$ cat config.mk
export PLATFORM = sky130hd
export DESIGN_NAME = mem_arbiter_flat
export DESIGN_NICKNAME = d
export VERILOG_FILES = /design/src/rtl/mem_arb_pkg.sv /design/src/rtl/mem_arbiter_if.sv /design/src/rtl/mem_arbiter_rr_arb2.sv /design/src/rtl/mem_arbiter.sv /design/src/flat_wrapper.sv
export SDC_FILE = /design/constraint.sdc
export NUM_CORES = 1
export LEC_CHECK = 0
export BUFFER_PORTS_ARGS = -buffer_cell sky130_fd_sc_hd__buf_4
export CORE_MARGIN = 4
export CORE_UTILIZATION = 41
export DETAILED_ROUTE_END_ITERATION = 16
export PLACE_DENSITY = 0.77
export SLEW_MARGIN = 25
export SYNTH_ARGS = -nofsm -noshare
export SYNTH_HDL_FRONTEND = slang
export SYNTH_SLANG_ARGS = --single-unit
$ cat constraint.sdc
create_clock -name clk -period 1.6 [get_ports clk]
set_input_delay 0.16 -clock clk [delete_from_list [all_inputs] [get_ports clk]]
set_output_delay 0.16 -clock clk [all_outputs]
set_load 0.03 [all_outputs]
$ cat src/rtl/mem_arb_pkg.sv
// ============================================================================
// mem_arb_pkg : shared state encoding and default widths for mem_arbiter
// Rev 1.0
// ============================================================================
`default_nettype none

package mem_arb_pkg;

  localparam int unsigned DEF_ADDR_W = 16;
  localparam int unsigned DEF_DATA_W = 32;

  typedef enum logic [1:0] {
    IDLE   = 2'd0,
    ACCESS = 2'd1,
    RESP   = 2'd2
  } arb_state_e;

endpackage

`default_nettype wire

$ cat src/rtl/mem_arbiter_if.sv
// ============================================================================
// mem_arbiter_if : two requester ports plus the single-port memory bus
// Rev 1.0
// ============================================================================
`default_nettype none

interface mem_arbiter_if
  import mem_arb_pkg::*;
#(
  parameter int ADDR_W = DEF_ADDR_W,
  parameter int DATA_W = DEF_DATA_W
) ();

  logic              req0, req1;
  logic              wr0, wr1;
  logic [ADDR_W-1:0] addr0, addr1;
  logic [DATA_W-1:0] wdata0, wdata1;
  logic              ack0, ack1;
  logic [DATA_W-1:0] rdata0, rdata1;
  logic [ADDR_W-1:0] mem_addr;
  logic [DATA_W-1:0] mem_data;
  logic              mem_rd, mem_wr, mem_en;
  logic [DATA_W-1:0] mem_out;
  logic              busy;

  modport slave (
    input  req0, req1, wr0, wr1, addr0, addr1, wdata0, wdata1, mem_out,
    output ack0, ack1, rdata0, rdata1, mem_addr, mem_data,
           mem_rd, mem_wr, mem_en, busy
  );

  modport master (
    output req0, req1, wr0, wr1, addr0, addr1, wdata0, wdata1, mem_out,
    input  ack0, ack1, rdata0, rdata1, mem_addr, mem_data,
           mem_rd, mem_wr, mem_en, busy
  );

endinterface

`default_nettype wire

$ cat src/rtl/mem_arbiter_rr_arb2.sv
// ============================================================================
// rr_arb2 : combinational two-way round-robin pick
// Rev 1.0
// ============================================================================
`default_nettype none

module rr_arb2 (
  input  wire logic [1:0] req_i,
  input  wire logic       last_i,
  output logic            grant_o
);

  // A lone request wins outright; a tie goes to the port not served last.
  assign grant_o = (req_i == 2'b11) ? ~last_i : req_i[1];

endmodule

`default_nettype wire

$ cat src/rtl/mem_arbiter.sv
// ============================================================================
// mem_arbiter : two-port round-robin arbiter onto one synchronous memory port
// Rev 1.0
// ============================================================================
`default_nettype none

module mem_arbiter
  import mem_arb_pkg::*;
#(
  parameter int ADDR_W = DEF_ADDR_W,
  parameter int DATA_W = DEF_DATA_W
) (
  input  wire logic     clk,
  input  wire logic     rst_n,
  mem_arbiter_if.slave  bus
);

  arb_state_e        state_q, state_d;
  logic              last_q, last_d;
  logic              gnt_q, gnt_d;
  logic              wr_q, wr_d;
  logic [ADDR_W-1:0] addr_q, addr_d;
  logic [DATA_W-1:0] wdata_q, wdata_d;
  logic [DATA_W-1:0] rdata0_q, rdata1_q;

  logic [1:0]        req_vec;
  logic              win;

  // The port being acknowledged still holds req this cycle; mask it out.
  always_comb begin
    req_vec = {bus.req1, bus.req0};
    if (state_q == RESP) begin
      req_vec[gnt_q] = 1'b0;
    end
  end

  rr_arb2 u_rr_arb2 (
    .req_i   (req_vec),
    .last_i  (last_q),
    .grant_o (win)
  );

  always_comb begin
    state_d = state_q;
    last_d  = last_q;
    gnt_d   = gnt_q;
    wr_d    = wr_q;
    addr_d  = addr_q;
    wdata_d = wdata_q;
    case (state_q)
      IDLE, RESP: begin
        if (|req_vec) begin
          state_d = ACCESS;
          last_d  = win;
          gnt_d   = win;
          wr_d    = win ? bus.wr1    : bus.wr0;
          addr_d  = win ? bus.addr1  : bus.addr0;
          wdata_d = win ? bus.wdata1 : bus.wdata0;
        end else begin
          state_d = IDLE;
        end
      end
      ACCESS:  state_d = RESP;
      default: state_d = IDLE;
    endcase
  end

  always_ff @(posedge clk or negedge rst_n) begin
    if (!rst_n) begin
      state_q <= IDLE;
      last_q  <= 1'b1;
      gnt_q   <= 1'b0;
      wr_q    <= 1'b0;
      addr_q  <= '0;
      wdata_q <= '0;
    end else begin
      state_q <= state_d;
      last_q  <= last_d;
      gnt_q   <= gnt_d;
      wr_q    <= wr_d;
      addr_q  <= addr_d;
      wdata_q <= wdata_d;
    end
  end

  always_ff @(posedge clk or negedge rst_n) begin
    if (!rst_n) begin
      rdata0_q <= '0;
      rdata1_q <= '0;
    end else if (state_q == ACCESS && !wr_q) begin
      if (gnt_q) begin
        rdata1_q <= bus.mem_out;
      end else begin
        rdata0_q <= bus.mem_out;
      end
    end
  end

  // Strobes decode straight from state so an async reset kills them at once.
  always_comb begin
    bus.mem_en   = (state_q == ACCESS);
    bus.mem_wr   = (state_q == ACCESS) &&  wr_q;
    bus.mem_rd   = (state_q == ACCESS) && !wr_q;
    bus.mem_addr = addr_q;
    bus.mem_data = wdata_q;
    bus.ack0     = (state_q == RESP) && !gnt_q;
    bus.ack1     = (state_q == RESP) &&  gnt_q;
    bus.rdata0   = rdata0_q;
    bus.rdata1   = rdata1_q;
    bus.busy     = (state_q != IDLE);
  end

endmodule

`default_nettype wire

$ cat src/flat_wrapper.sv
// flat-port wrapper written by rule: the top's interface ports become plain ports
module mem_arbiter_flat import mem_arb_pkg::*;
#(
  parameter int ADDR_W = DEF_ADDR_W,
  parameter int DATA_W = DEF_DATA_W
)
  (clk, rst_n, bus_req0, bus_req1, bus_wr0, bus_wr1, bus_addr0, bus_addr1, bus_wdata0, bus_wdata1, bus_mem_out, bus_ack0, bus_ack1, bus_rdata0, bus_rdata1, bus_mem_addr, bus_mem_data, bus_mem_rd, bus_mem_wr, bus_mem_en, bus_busy);
  mem_arbiter_if #(.ADDR_W(ADDR_W), .DATA_W(DATA_W)) bus_i ();
  input  wire logic clk;
  input  wire logic rst_n;
  input wire logic [$bits(bus_i.req0)-1:0] bus_req0;
  input wire logic [$bits(bus_i.req1)-1:0] bus_req1;
  input wire logic [$bits(bus_i.wr0)-1:0] bus_wr0;
  input wire logic [$bits(bus_i.wr1)-1:0] bus_wr1;
  input wire logic [$bits(bus_i.addr0)-1:0] bus_addr0;
  input wire logic [$bits(bus_i.addr1)-1:0] bus_addr1;
  input wire logic [$bits(bus_i.wdata0)-1:0] bus_wdata0;
  input wire logic [$bits(bus_i.wdata1)-1:0] bus_wdata1;
  input wire logic [$bits(bus_i.mem_out)-1:0] bus_mem_out;
  output wire logic [$bits(bus_i.ack0)-1:0] bus_ack0;
  output wire logic [$bits(bus_i.ack1)-1:0] bus_ack1;
  output wire logic [$bits(bus_i.rdata0)-1:0] bus_rdata0;
  output wire logic [$bits(bus_i.rdata1)-1:0] bus_rdata1;
  output wire logic [$bits(bus_i.mem_addr)-1:0] bus_mem_addr;
  output wire logic [$bits(bus_i.mem_data)-1:0] bus_mem_data;
  output wire logic [$bits(bus_i.mem_rd)-1:0] bus_mem_rd;
  output wire logic [$bits(bus_i.mem_wr)-1:0] bus_mem_wr;
  output wire logic [$bits(bus_i.mem_en)-1:0] bus_mem_en;
  output wire logic [$bits(bus_i.busy)-1:0] bus_busy;
  assign bus_i.req0 = bus_req0;
  assign bus_i.req1 = bus_req1;
  assign bus_i.wr0 = bus_wr0;
  assign bus_i.wr1 = bus_wr1;
  assign bus_i.addr0 = bus_addr0;
  assign bus_i.addr1 = bus_addr1;
  assign bus_i.wdata0 = bus_wdata0;
  assign bus_i.wdata1 = bus_wdata1;
  assign bus_i.mem_out = bus_mem_out;
  assign bus_ack0 = bus_i.ack0;
  assign bus_ack1 = bus_i.ack1;
  assign bus_rdata0 = bus_i.rdata0;
  assign bus_rdata1 = bus_i.rdata1;
  assign bus_mem_addr = bus_i.mem_addr;
  assign bus_mem_data = bus_i.mem_data;
  assign bus_mem_rd = bus_i.mem_rd;
  assign bus_mem_wr = bus_i.mem_wr;
  assign bus_mem_en = bus_i.mem_en;
  assign bus_busy = bus_i.busy;
  mem_arbiter #(.ADDR_W(ADDR_W), .DATA_W(DATA_W)) u_core (.clk(clk), .rst_n(rst_n), .bus(bus_i));
endmodule
==> results of run 1 <==
==> cells in the final DEF, fill, tap and decap left out <==
cell type      Yosys  routed
buf_4              6     257
dfrtp_1          116     114
mux2_4             0      64
nand2_1           51      51
o21ai_1           48      48
mux2i_1           49      45
dlygate4sd3_1      0      27
clkbuf_16          0      20
buf_12             0      10
buf_6              5       8
clkbuf_8           0       5
mux2i_2            0       4
o21ai_0            3       3
bufinv_16          0       3
nand2b_1           2       2
inv_1              3       2
and2_4             0       2
clkinvlp_4         0       2
dfrtp_2            0       2
inv_2              0       1
nor2_4             0       1
or2_2              1       1
a21boi_0           1       1
o221ai_4           0       1
nor3_4             0       1
nor2_1             2       1
and3b_2            0       1
nor4_4             0       1
a311o_2            0       1
clkinv_2           0       1
inv_6              0       1
clkbuf_1           8       1
dfstp_2            1       1
==> layer usage <==
layer,global-route usage (%),up-vias,wire length [microns]
li1,-,1895,-
met1,25.6,1959,6470
met2,36.6,209,8040
met3,7.36,23,1480
met4,7.19,0,266
met5,0,-,0
==> sequential cells by signal (all words and copies together) (netlist names) <==
name	flops
u_core.bus.mem_data	32
u_core.bus.rdata0	32
u_core.bus.rdata1	32
u_core.bus.mem_addr	16
u_core.state_q	2
u_core.gnt_q	1
u_core.last_q	1
u_core.wr_q	1
==> stage by stage <==
stage	util, %	worst slack [ns]	total power [mW]	instance area, sq um	hold WS, ns
finish	72.6	-0.0752	20.1	8360	0.0277
global route	72.6	-0.142	21.0	8360	0.0101
CTS	70.4	-0.0659	19.4	8100	0.000217
detailed placement	62.0	-0.0885	15.0	7140	0.0845
global placement	62.0	-0.00919	14.8	7140	0.0851
floorplan	-	-0.0896	11.3	5030	-0.136
==> power groups by stage <==
stage	sequential [mW]	combinational, mW	clock [mW]
finish	5.55	10.6	3.94
global route	5.70	11.2	4.15
CTS	5.42	10.0	3.96
detailed placement	5.43	9.61	0
global placement	5.37	9.42	0
floorplan	8.14	3.21	0
==> final cells by class <==
type	count	area share (%)
clock inverter	7	1.42
clock buffer	23	5.96
timing repair buffer	305	30.7
multi-input combinational	228	24.6
inverter	3	0.135
sequential	117	35.1
tap	143	2.14
==> cell families (layout without fill, tap and decap cells) <==
| kind of cell | after synthesis | in the layout | share of synthesized area [%] |
|---|---|---|---|
| flops | 117 | 117 | 60.4 |
| mux | 113 | 113 | 25.0 |
| buf+inv | 27 | 338 | 3.43 |
| compound gates | 54 | 54 | 5.80 |
| simple gates | 61 | 61 | 5.39 |
==> how the worst min path moves through the flow <==
stage               slack [ns]  depth (start not counted)                endpoint       startpoint
CTS                     0.0002                          2   u_core.bus.rdata1[10]  bus_mem_out[10]
detailed placement        0.08                          1   u_core.bus.rdata1[18]            rst_n
global placement          0.09                          1   u_core.bus.rdata1[27]            rst_n
global route              0.01                          2   u_core.bus.rdata1[31]  bus_mem_out[31]
finish                    0.03                          2    u_core.bus.rdata1[3]   bus_mem_out[3]
floorplan                -0.14                          0  u_core.bus.mem_addr[0]            rst_n
==> repair_timing <==
action,in CTS,in global routing
hold endpoints to repair,71,9
cloned,2,3
endpoints found under the setup margin,77,119
gates resized for setup,18,40
setup buffers,6,1
hold buffers,20,7
pin swaps,3,3
==> flow_metrics.tcl, run 1 <==
set metrics [dict create \
    syn_nets 506 \
    worstReg2RegEnd "u_core.bus.mem_data[25]" \
    rows 39 \
    grt_use_total_pct 21.5 \
    grt_max_degree 67 \
    num-nets-final 806 \
    io_buffers 251 \
    crit_path_max_incr_delay_ns 0.44 \
    grt_pass1_wl_microns 22400 \
    cp_num_cells 5 \
    status "finished with violations" \
    drv_cap 0 \
    rsz0062_at_grt "yes" \
    cts-root-buf "clkbuf_16" \
    peakVddDrop_mv 0.931 \
    gp_congestion 0.764 \
    critPathCaptureType "register" \
    grt_pass1_vias 4298 \
    switchingPower_mw 8.16 \
    initial_core_util_pct 42.1 \
    antenna_left 0 \
    setup_tns_ns -1.42 \
    synth_top_cell_area_share_pct 59.9 \
    seq_power_share_pct 27.6 \
    max-slew-margin-rel_pct 74.7 \
    yosysWarnings 0 \
    async_flop_share_pct 100 \
    crit_end "u_core.bus.mem_data[25]" \
    drive_gt1_share_pct 56.8 \
    areaGrowthSynthToFinish_pct 72.4 \
    dieArea_sq_um 13600 \
    multiInputGateArea_sq_um 2060 \
    pwr-share-clk_pct 19.6 \
    startpoint "u_core.gnt_q" \
    path_max_fanout 23 \
    clk_pin_slew_worst_paths_ns 0.05 \
    min_period_ns 1.68 \
    yosysMostFrequentCell "dfrtp_1" \
    wl_per_cell_microns 19.7 \
    core_sq_um 11500 \
    synthCells 372 \
    setup_viol 71 \
    max_freq_mhz 597 \
    crit_slowest_cell "dfrtp_2" \
    overflow 0 \
    reg2reg_slack_ns -0.08 \
    p_per_area_nw_per_um2 2400 \
    drc 0 \
    finalHoldViolations 0 \
    num-fill-cells 772 \
    maxSlewViolCount 0 \
    cts_tree "yes" \
    cp_cell_sequence "and3b_2, a311o_2, buf_12, mux2i_2, o21ai_1" \
    dp_cells 759 \
    synth_area_leader_cell "dfrtp_1" \
    violations "negative setup slack" \
    start_kind "register" \
    routed_wl_microns 16300 \
    synthTopCellsByCount "dfrtp_1, mux2_2, nand2_1" \
    htreeDepth 4 \
    num_vias 4086 \
    worst-r2r-cell-count 5 \
    syn_area_sq_um 4850 \
    combPwrFrac_pct 52.7 \
    hpwl_microns 10100 \
    num_io_pins 252 \
    p_int_mw 11.9 \
    synth-seq-cells 117 \
    yosysSeqAreaShare_pct 60.4 \
    critical_path_class "register to register" \
    via_per_inst 4.95 \
    worst_slack_ns -0.0752 \
    grt_antenna_before_repair 0 \
    hold_path_class "input pin to register" \
    ys.flop_type "dfrtp_1" \
    clock_latency_ns 0.40 \
    ff_latch_area_sq_um 2930 \
    cts_buffer_depth 2 \
    swShare_pct 40.6 \
    worstPathArrival_ns 1.94 \
    synth_edf_count 0 \
    num_antenna_cells 0 \
    layoutNonFillerInstCount 826 \
    cts_buffers 17 \
    clock_sinks 117 \
    leakage_nw 4.25 \
    fin_crit_sh_pct 105 \
    path_buf_inv 1 \
    die_h_microns 117 \
    fp.dieW_microns 117 \
    firstDrtPassIters 4 \
    worstReg2RegStart "u_core.gnt_q" \
    drtIter0Drc 249 \
    worstMarginPinSlew_ns 0.376 \
    ys_types 25 \
    critPathTopFamily "compound AO/OA/AOI/OAI gates" \
    cp.required_ns 1.87 \
    ys_top_cells_by_area "dfrtp_1, mux2_2, mux2i_1" \
    syn_area_per_cell_sq_um 13.0 \
    skew_ns 0.0109 \
]
(Power assumes the default switching activity.)
==> run 2, diff against run 1 <==
Settings changed: CORE_MARGIN 4 to default.
==> run 2 against run 1 <==
Effect of this change:
- critical path type is now register to output port
- cell area increased by 0.85%
- critical path depth unchanged
- utilization increased by 0.93 points
- combinational power about the same
- worst hold slack got worse by 0.020 ns
- the run still ends with negative setup slack left
- sequential power about the same
- clock skew increased by 0.0045 ns
- first-iteration DRC count decreased by 26%
- maximum frequency decreased by 1.4%
==> flow_metrics.tcl, run 2 (synthesized netlist as in run 1, its figures left out) <==
set metrics [dict create \
    status "finished with violations" \
    violations "negative setup slack" \
    num-fill-cells 737 \
    num-nets-final 809 \
    gp_congestion 0.763 \
    grt_pass1_vias 4323 \
    wl_per_cell_microns 19.6 \
    worstPathArrival_ns 1.54 \
    drtIter0Drc 184 \
    grt.busiest_layer "met2" \
    io_buffers 251 \
    path_max_fanout 6 \
    num_io_pins 252 \
    use_met3_pct 7.27 \
    p_per_area_nw_per_um2 2430 \
    swShare_pct 40.7 \
    grt_antenna_before_repair 0 \
    max_freq_mhz 589 \
    die_h_microns 111 \
    switchingPower_mw 8.34 \
    setup_viol 92 \
    critical_path_class "register to output port" \
    via_per_inst 5.04 \
    fin_crit_sh_pct 106 \
    initial_core_util_pct 42.3 \
    finalHoldViolations 0 \
    seq_power_share_pct 27.2 \
    htreeDepth 4 \
    drc 0 \
    met2_usage_pct 41.6 \
    core_sq_um 11500 \
    cts_tree "yes" \
    num_vias 4185 \
    holdWs_ns 0.00788 \
    skew_ns 0.0153 \
    dieArea_sq_um 12300 \
    peakVddDrop_mv 1.69 \
    setup_tns_ns -3.04 \
    overflow 0 \
    pwr-share-clk_pct 20.8 \
    drive_gt1_share_pct 56.8 \
    rsz0062_at_grt "yes" \
    layoutNonFillerInstCount 831 \
    cp.required_ns 1.44 \
    firstDrtPassIters 4 \
    hpwl_microns 9480 \
    routed_wl_microns 16300 \
    layout_commonest_cell "buf_4" \
    combPwrFrac_pct 52.0 \
    max-slew-margin-rel_pct 77.4 \
    cts_buffers 17 \
    clock_latency_ns 0.41 \
    final_cell_mix "buf_4, dfrtp_1, mux2_4" \
    start_kind "register" \
    postPlaceCellArea_sq_um 7120 \
    final_core_util_pct 73.5 \
    dp_cells 758 \
    total_power_mw 20.5 \
    areaGrowthSynthToFinish_pct 73.9 \
    critPathCaptureType "output port" \
    maxSlewViolCount 0 \
    fp.dieW_microns 111 \
    worst_slack_ns -0.0982 \
    dp_slack_ns -0.100 \
    clock_sinks 117 \
    grt_pass1_wl_microns 22500 \
    cts_buffer_depth 2 \
    use_met1_pct 26.8 \
    cts-root-buf "clkbuf_16" \
    p_int_mw 12.2 \
    num_antenna_cells 0 \
    grt_max_degree 66 \
    fin_area_sq_um 8430 \
    clk_pin_slew_worst_paths_ns 0.06 \
    worstMarginPinSlew_ns 0.339 \
    leakage_nw 4.30 \
    antenna_left 0 \
    grt_use_total_pct 23.6 \
    min_period_ns 1.70 \
    drv_cap 0 \
    hold_path_class "input pin to register" \
    rows 39 \
]
run 2: repair_timing:
action | in CTS | in global routing
resized for setup | 10 | 47
pin swaps | 0 | 3
hold buffers | 23 | 2
hold endpoints to repair | 94 | 2
gates cloned | 0 | 6
endpoints found under the setup margin | 114 | 113
buffers inserted | 3 | 7
run 2: final cells by class:
type	instances	area (sq um)	area share (%)
sequential	117	2930	34.8
timing repair buffer	308	2620	31.0
multi-input combinational	228	2040	24.2
clock buffer	18	429	5.09
clock inverter	14	224	2.66
tap	143	179	2.12
inverter	3	11.3	0.134
run 2: critical path, stage by stage (launching register included):
cell and delay, ns:
dfrtp_2 0.45, buf_4 0.15, buf_4 0.13, nor2_4 0.12, and2_4 0.15, buf_6 0.13
run 2: path summary, 6_finish.rpt:
check                                  startpoint                 endpoint  slack (ns)  cells past startpoint
min in group asynchronous                   rst_n     u_core.bus.rdata1[2]        0.21                      2
min                               bus_mem_out[11]    u_core.bus.rdata0[11]       0.008                      2
max reg2reg                     u_core.state_q[1]  u_core.bus.mem_addr[13]       -0.08                      5
min reg2reg                u_core.bus.mem_addr[8]   u_core.bus.mem_addr[8]        0.49                      2
max                             u_core.state_q[1]               bus_mem_wr        -0.1                      5
max in group asynchronous                   rst_n  u_core.bus.mem_addr[13]        0.78                      3
run 2: power groups by stage:
stage,combinational (mW),clock [mW],sequential (mW)
finish,10.7,4.27,5.57
global route,11.2,4.47,5.72
CTS,9.70,4.24,5.44
detailed placement,9.49,0,5.45
global placement,9.32,0,5.36
floorplan,3.21,0,8.14
run 2: routing by layer:
| layer | share of wire, % | vias to the layer above |
|---|---|---|
| li1 | - | 1902 |
| met1 | 37 | 2034 |
| met2 | 53 | 218 |
| met3 | 7.9 | 31 |
| met4 | 2.3 | 0 |
| met5 | 0 | - |
